$ cat config.mk
export PLATFORM = sky130hd
export DESIGN_NAME = pattern_sweeper_flat
export DESIGN_NICKNAME = d
export VERILOG_FILES = /design/src/rtl/pattern_sweeper_if.sv /design/src/rtl/pattern_sweeper.sv /design/src/flat_wrapper.sv
export SDC_FILE = /design/constraint.sdc
export NUM_CORES = 1
export LEC_CHECK = 0
export CAP_MARGIN = 0
export CORE_AREA = 2 2 125 127
export CTS_CLUSTER_SIZE = 40
export DETAILED_ROUTE_END_ITERATION = 10
export DIE_AREA = 0 0 127 129
export GPL_ROUTABILITY_DRIVEN = 0
export PLACE_DENSITY = 0.5
export SLEW_MARGIN = 10
export SYNTH_ARGS = -nofsm -noshare
export SYNTH_HDL_FRONTEND = slang
export SYNTH_SLANG_ARGS = --single-unit
$ cat constraint.sdc
create_clock -name clk -period 3.6 [get_ports clk]
set_input_delay 1.08 -clock clk [delete_from_list [all_inputs] [get_ports clk]]
set_output_delay 1.08 -clock clk [all_outputs]
set_load 0.005 [all_outputs]
$ cat src/rtl/pattern_sweeper_if.sv
// rtl/pattern_sweeper_if.sv - stimulus/response bundle between the sweeper and its driver
interface pattern_sweeper_if;
  logic        start;
  logic        y;
  logic        a, b, c, d, e, f;
  logic        busy;
  logic        done;
  logic [63:0] truth;
  logic [6:0]  ones;

  modport master (
    output start, y,
    input  a, b, c, d, e, f, busy, done, truth, ones
  );

  modport slave (
    input  start, y,
    output a, b, c, d, e, f, busy, done, truth, ones
  );
endinterface

$ cat src/rtl/pattern_sweeper.sv
// rtl/pattern_sweeper.sv - walks all 64 input vectors of a 6-input unit and captures its truth table
module pattern_sweeper #(
  parameter int SETTLE = 1
) (
  input logic          clk,
  input logic          rst_n,
  pattern_sweeper_if.slave sw
);

  localparam logic [1:0] IDLE = 2'd0;
  localparam logic [1:0] RUN  = 2'd1;
  localparam logic [1:0] DONE = 2'd2;

  localparam logic [3:0] SETTLE_LD = 4'(SETTLE);

  logic [1:0]  state;
  logic [5:0]  v;
  logic [3:0]  settle_cnt;
  logic [63:0] truth;
  logic [6:0]  ones;

  always_ff @(posedge clk) begin
    if (!rst_n) begin
      state      <= IDLE;
      v          <= 6'd0;
      settle_cnt <= 4'd0;
      truth      <= 64'd0;
      ones       <= 7'd0;
    end else begin
      case (state)
        IDLE: begin
          if (sw.start) begin
            state      <= RUN;
            v          <= 6'd0;
            truth      <= 64'd0;
            ones       <= 7'd0;
            settle_cnt <= SETTLE_LD;
          end
        end
        RUN: begin
          // counter reaching 1 marks the last settle cycle: this edge samples y
          if (settle_cnt <= 4'd1) begin
            truth[v] <= sw.y;
            ones     <= ones + {6'd0, sw.y};
            if (v == 6'd63) begin
              state      <= DONE;
              v          <= 6'd0;
              settle_cnt <= 4'd0;
            end else begin
              v          <= v + 6'd1;
              settle_cnt <= SETTLE_LD;
            end
          end else begin
            settle_cnt <= settle_cnt - 4'd1;
          end
        end
        DONE:    state <= IDLE;
        default: state <= IDLE;
      endcase
    end
  end

  assign {sw.a, sw.b, sw.c, sw.d, sw.e, sw.f} = v;
  assign sw.busy  = (state == RUN);
  assign sw.done  = (state == DONE);
  assign sw.truth = truth;
  assign sw.ones  = ones;

endmodule
$ cat src/flat_wrapper.sv
// flat-port wrapper written by rule: the top's interface ports become plain ports
module pattern_sweeper_flat 
#(
  parameter int SETTLE = 1
)
  (clk, rst_n, sw_start, sw_y, sw_a, sw_b, sw_c, sw_d, sw_e, sw_f, sw_busy, sw_done, sw_truth, sw_ones);
  pattern_sweeper_if sw_i ();
  input logic clk;
  input logic rst_n;
  input wire logic [$bits(sw_i.start)-1:0] sw_start;
  input wire logic [$bits(sw_i.y)-1:0] sw_y;
  output wire logic [$bits(sw_i.a)-1:0] sw_a;
  output wire logic [$bits(sw_i.b)-1:0] sw_b;
  output wire logic [$bits(sw_i.c)-1:0] sw_c;
  output wire logic [$bits(sw_i.d)-1:0] sw_d;
  output wire logic [$bits(sw_i.e)-1:0] sw_e;
  output wire logic [$bits(sw_i.f)-1:0] sw_f;
  output wire logic [$bits(sw_i.busy)-1:0] sw_busy;
  output wire logic [$bits(sw_i.done)-1:0] sw_done;
  output wire logic [$bits(sw_i.truth)-1:0] sw_truth;
  output wire logic [$bits(sw_i.ones)-1:0] sw_ones;
  assign sw_i.start = sw_start;
  assign sw_i.y = sw_y;
  assign sw_a = sw_i.a;
  assign sw_b = sw_i.b;
  assign sw_c = sw_i.c;
  assign sw_d = sw_i.d;
  assign sw_e = sw_i.e;
  assign sw_f = sw_i.f;
  assign sw_busy = sw_i.busy;
  assign sw_done = sw_i.done;
  assign sw_truth = sw_i.truth;
  assign sw_ones = sw_i.ones;
  pattern_sweeper #(.SETTLE(SETTLE)) u_core (.clk(clk), .rst_n(rst_n), .sw(sw_i));
endmodule
==> summary.md <==
| Metric | Value |
|---|---|
| Num rows | `45` |
| Max_slew headroom | `38.09%` |
| Final setup vio count | `0` |
| Clock Tree Buf Depth | `2` |
| CTS sink cnt | `83` |
| Total Routing Usage GR | `15.59%` |
| Syn-to-layout area delta | `34.51%` |
| Worst Setup End Kind | `output port` |
| Synth Cell Area | `0.003687 mm^2` |
| Crit Path Class | `reg -> out` |
| Post-synth top flop | `dfxtp_1` |
| Core area | `0.01498 mm^2` |
| Least-Margin Pin Slew | `0.9245 ns` |
| Clk_lat worst skew | `0.34 ns` |
| Unique masters post-synth | `50` |
| Clk_skew | `0.006104 ns` |
| Final min period | `2.847 ns` |
| Synth Net Count | `443` |
| Die height | `129 um` |
| Worst Path Required | `2.52 ns` |
| Post-CTS Resized | `0` |
| Initial core utilization | `24.62%` |
| EDFF count, synth | `0` |
| HPWL Detailed | `8.750 mm` |
| Cell taking the most area after synthesis | `dfxtp_1` |
| Yosys reg bits | `83` |
| Lkg Pwr | `1.559 nW` |
| WL per Instance | `18.43 um` |
| Clk pin slew, worst setup/hold paths | `0.06 ns` |
| Crit start category | `register` |
| Die ar. | `~0.016 mm^2` |
| Vias in the first global route | `3571` |
| DRC Markers | `0` |
| Vias per cell | `5.300` |
| Iter 0 DRT Violations | `271` |
| CTS root buffer | `clkbuf_16` |
| Grt total ovfl | `0` |
| # diodes | `0` |
| Routed vias | `about 3700` |
| CTS tree | `built` |
| Post-DRT Antenna Nets | `0` |
| Yosys Warn Count | `0` |
| MaxCap Viol Count | `0` |
| Peak supply drop | `0.2437 mV` |
| RSZ-0062 raised after global routing | `false` |
| Status | `finished clean` |
| Chip width | `between 100 and 150 um` |
| Final Slew Violations | `0` |
| Post-synthesis sequential area ratio | `45.06%` |
| Routed WL | `12.77 mm` |
| WP data arrival | `around 1.8 ns` |
| Top cells by area, synth | `dfxtp_1 (45%), o21ai_0 (8.6%), a31oi_1 (8.5%), a21oi_1 (7.7%), nand2_1 (2.7%)` |
| Synthesized instance count | `434` |
| Antenna violations before repair | `0` |
| I/O Buffers | `82` |
| Hold Path Class | `reg -> reg` |
| Inserted Clock Buffers | `9` |
| Fin. Hold Viols | `0` |
| Max Fanout on Critical Path | `10` |
| Part of the cycle the worst path needs | `79.08%` |
| CP Cell Sequence | `nand2b_1 > inv_2 > clkdlybuf4s50_1` |
| DR pass1 iterations | `5` |
| Post-synth ARST share | `0%` |
| Setup bufs post-CTS | `0` |
| Top Ports | `83` |
| Setup tns final | `0 ns` |
| Slowest cell on crit path | `clkdlybuf4s50_1` |
| Cell Pwr Density | `406.7 mW/mm^2` |
| # hold bufs at CTS | `0` |
| Fin util | `33.12%` |
| Fin nets | `511` |
| Largest net degree at the start of global routing | `52` |
| Peak Freq | `approximately 0.35 GHz` |
| Share of the synthesized area in the top cell type | `between 40% and 50%` |
| First-pass GRT wire length | `19.67 mm` |
| Layout cells sized above 1 | `slightly above 7%` |
| H-tree depth | `3` |
| Worst stage delay on the critical path | `0.55 ns` |
| Syn avg cell area | `between 8 and 9 um^2` |
-- cells by family (layout without fill, tap and decap cells) --
group / after synthesis / after routing / synth area share, %
XOR/XNOR: 1 / 1 / 0.2376
buffers and inverters: 42 / 113 / 5.225
AO/OA/AOI/OAI: 208 / 208 / 33.02
multiplexers: 1 / 1 / 0.3054
flip-flops: 83 / 83 / 45.06
AND/OR/NAND/NOR: 94 / 94 / 14.46
adder cells (fa/ha/maj): 5 / 5 / 1.697
-- worst paths after layout --
check / from / endpoint / slack, ns / depth (start not counted)
worst min-delay path: u_core.sw.ones[6]$_SDFFE_PN0P_ / u_core.sw.ones[6]$_SDFFE_PN0P_ / 0.49 / 2
worst max register to register: u_core.settle_cnt[0]$_SDFFE_PN0P_ / u_core.sw.truth[31]$_SDFFE_PN0P_ / 1.23 / 7
worst max-delay path: u_core.state[0]$_SDFFE_PN0P_ / sw_busy / 0.75 / 3
worst min register to register: u_core.sw.ones[6]$_SDFFE_PN0P_ / u_core.sw.ones[6]$_SDFFE_PN0P_ / 0.49 / 2
-- cells in the final DEF, fill, tap and decap left out, types with 8 or more instances in the layout --
cell,instances
dfxtp_1,83
clkdlybuf4s50_1,82
o21ai_0,63
a21oi_1,57
a31oi_1,50
nand2_1,27
buf_4,11
nor2_1,10
o211ai_1,9
clkbuf_16,9
a32o_1,8
-- metal layers --
metal / wire [um] / up-vias / GRT usage [%] / share of wire [%]
met2: 6281 / 93 / 26.72 / 49
li1: - / 1778 / - / -
met4: 240 / 0 / 4.977 / 1.9
met3: 524 / 17 / 4.075 / 4.1
met1: 5727 / 1785 / 19.21 / 45
met5: 0 / - / 0 / 0
-- power by group --
group	total [W]	leakage (nW)	internal (W)	switching, W
clock	0.000905	0.141	0.000546	0.000359
combinational	0.000176	0.749	0.0000509	0.000125
sequential	0.000937	0.669	0.000926	0.0000111
-- cell usage after synthesis (all sizes together) (2+ instances only) --
library cell,count
nand4,5
o21ai,67
o21a,2
o211ai,9
and3,4
nand2b,2
or4,6
dfxtp,83
clkbuf,19
or2,2
buf,17
a21boi,4
ha,5
a32o,8
nand3b,3
nor4,3
a21oi,57
nor2b,6
nor3b,5
nor2,10
inv,5
a31oi,50
nand2,27
nor3,6
or3,4
nand3,7
and2,2
and3b,2
o31ai,5
-- state kept, by name (all words and copies together), names as in the netlist --
signal / cells
u_core.settle_cnt: 4
u_core.sw.ones: 7
u_core.sw.truth: 64
u_core.state: 2
u_core.v: 6
-- worst max-delay path, delay by kind of cell, from the launching register on --
kind                   cells  cell delay, ns
AND/OR/NAND/NOR            1            0.19
flip-flops                 1            0.44
buffers and inverters      2            0.79
-- stage by stage --
stage	setup WS, ns	cells	area [um^2]	power (W)	hold slack, ns
final	0.7530	693	4960	0.002017	0.4921
after global routing	0.6629	693	4960	0.002090	0.5139
after CTS	0.7509	693	4960	0.002035	0.4984
after detailed placement	0.5206	679	4677	0.001131	0.4912
after global placement	0.5600	679	4677	0.001129	0.4665
after floorplan	1.347	434	3687	0.001077	0.4682
-- cell type report --
type	instances	area (um^2)
fill	1561	10020
multi-input combinational	309	1854
sequential	83	1662
timing repair buffer	93	903.4
clock buffer	11	242.7
tap	188	235.2
clock inverter	3	40.04
inverter	6	22.52
Power figures use the tool's default switching activity.
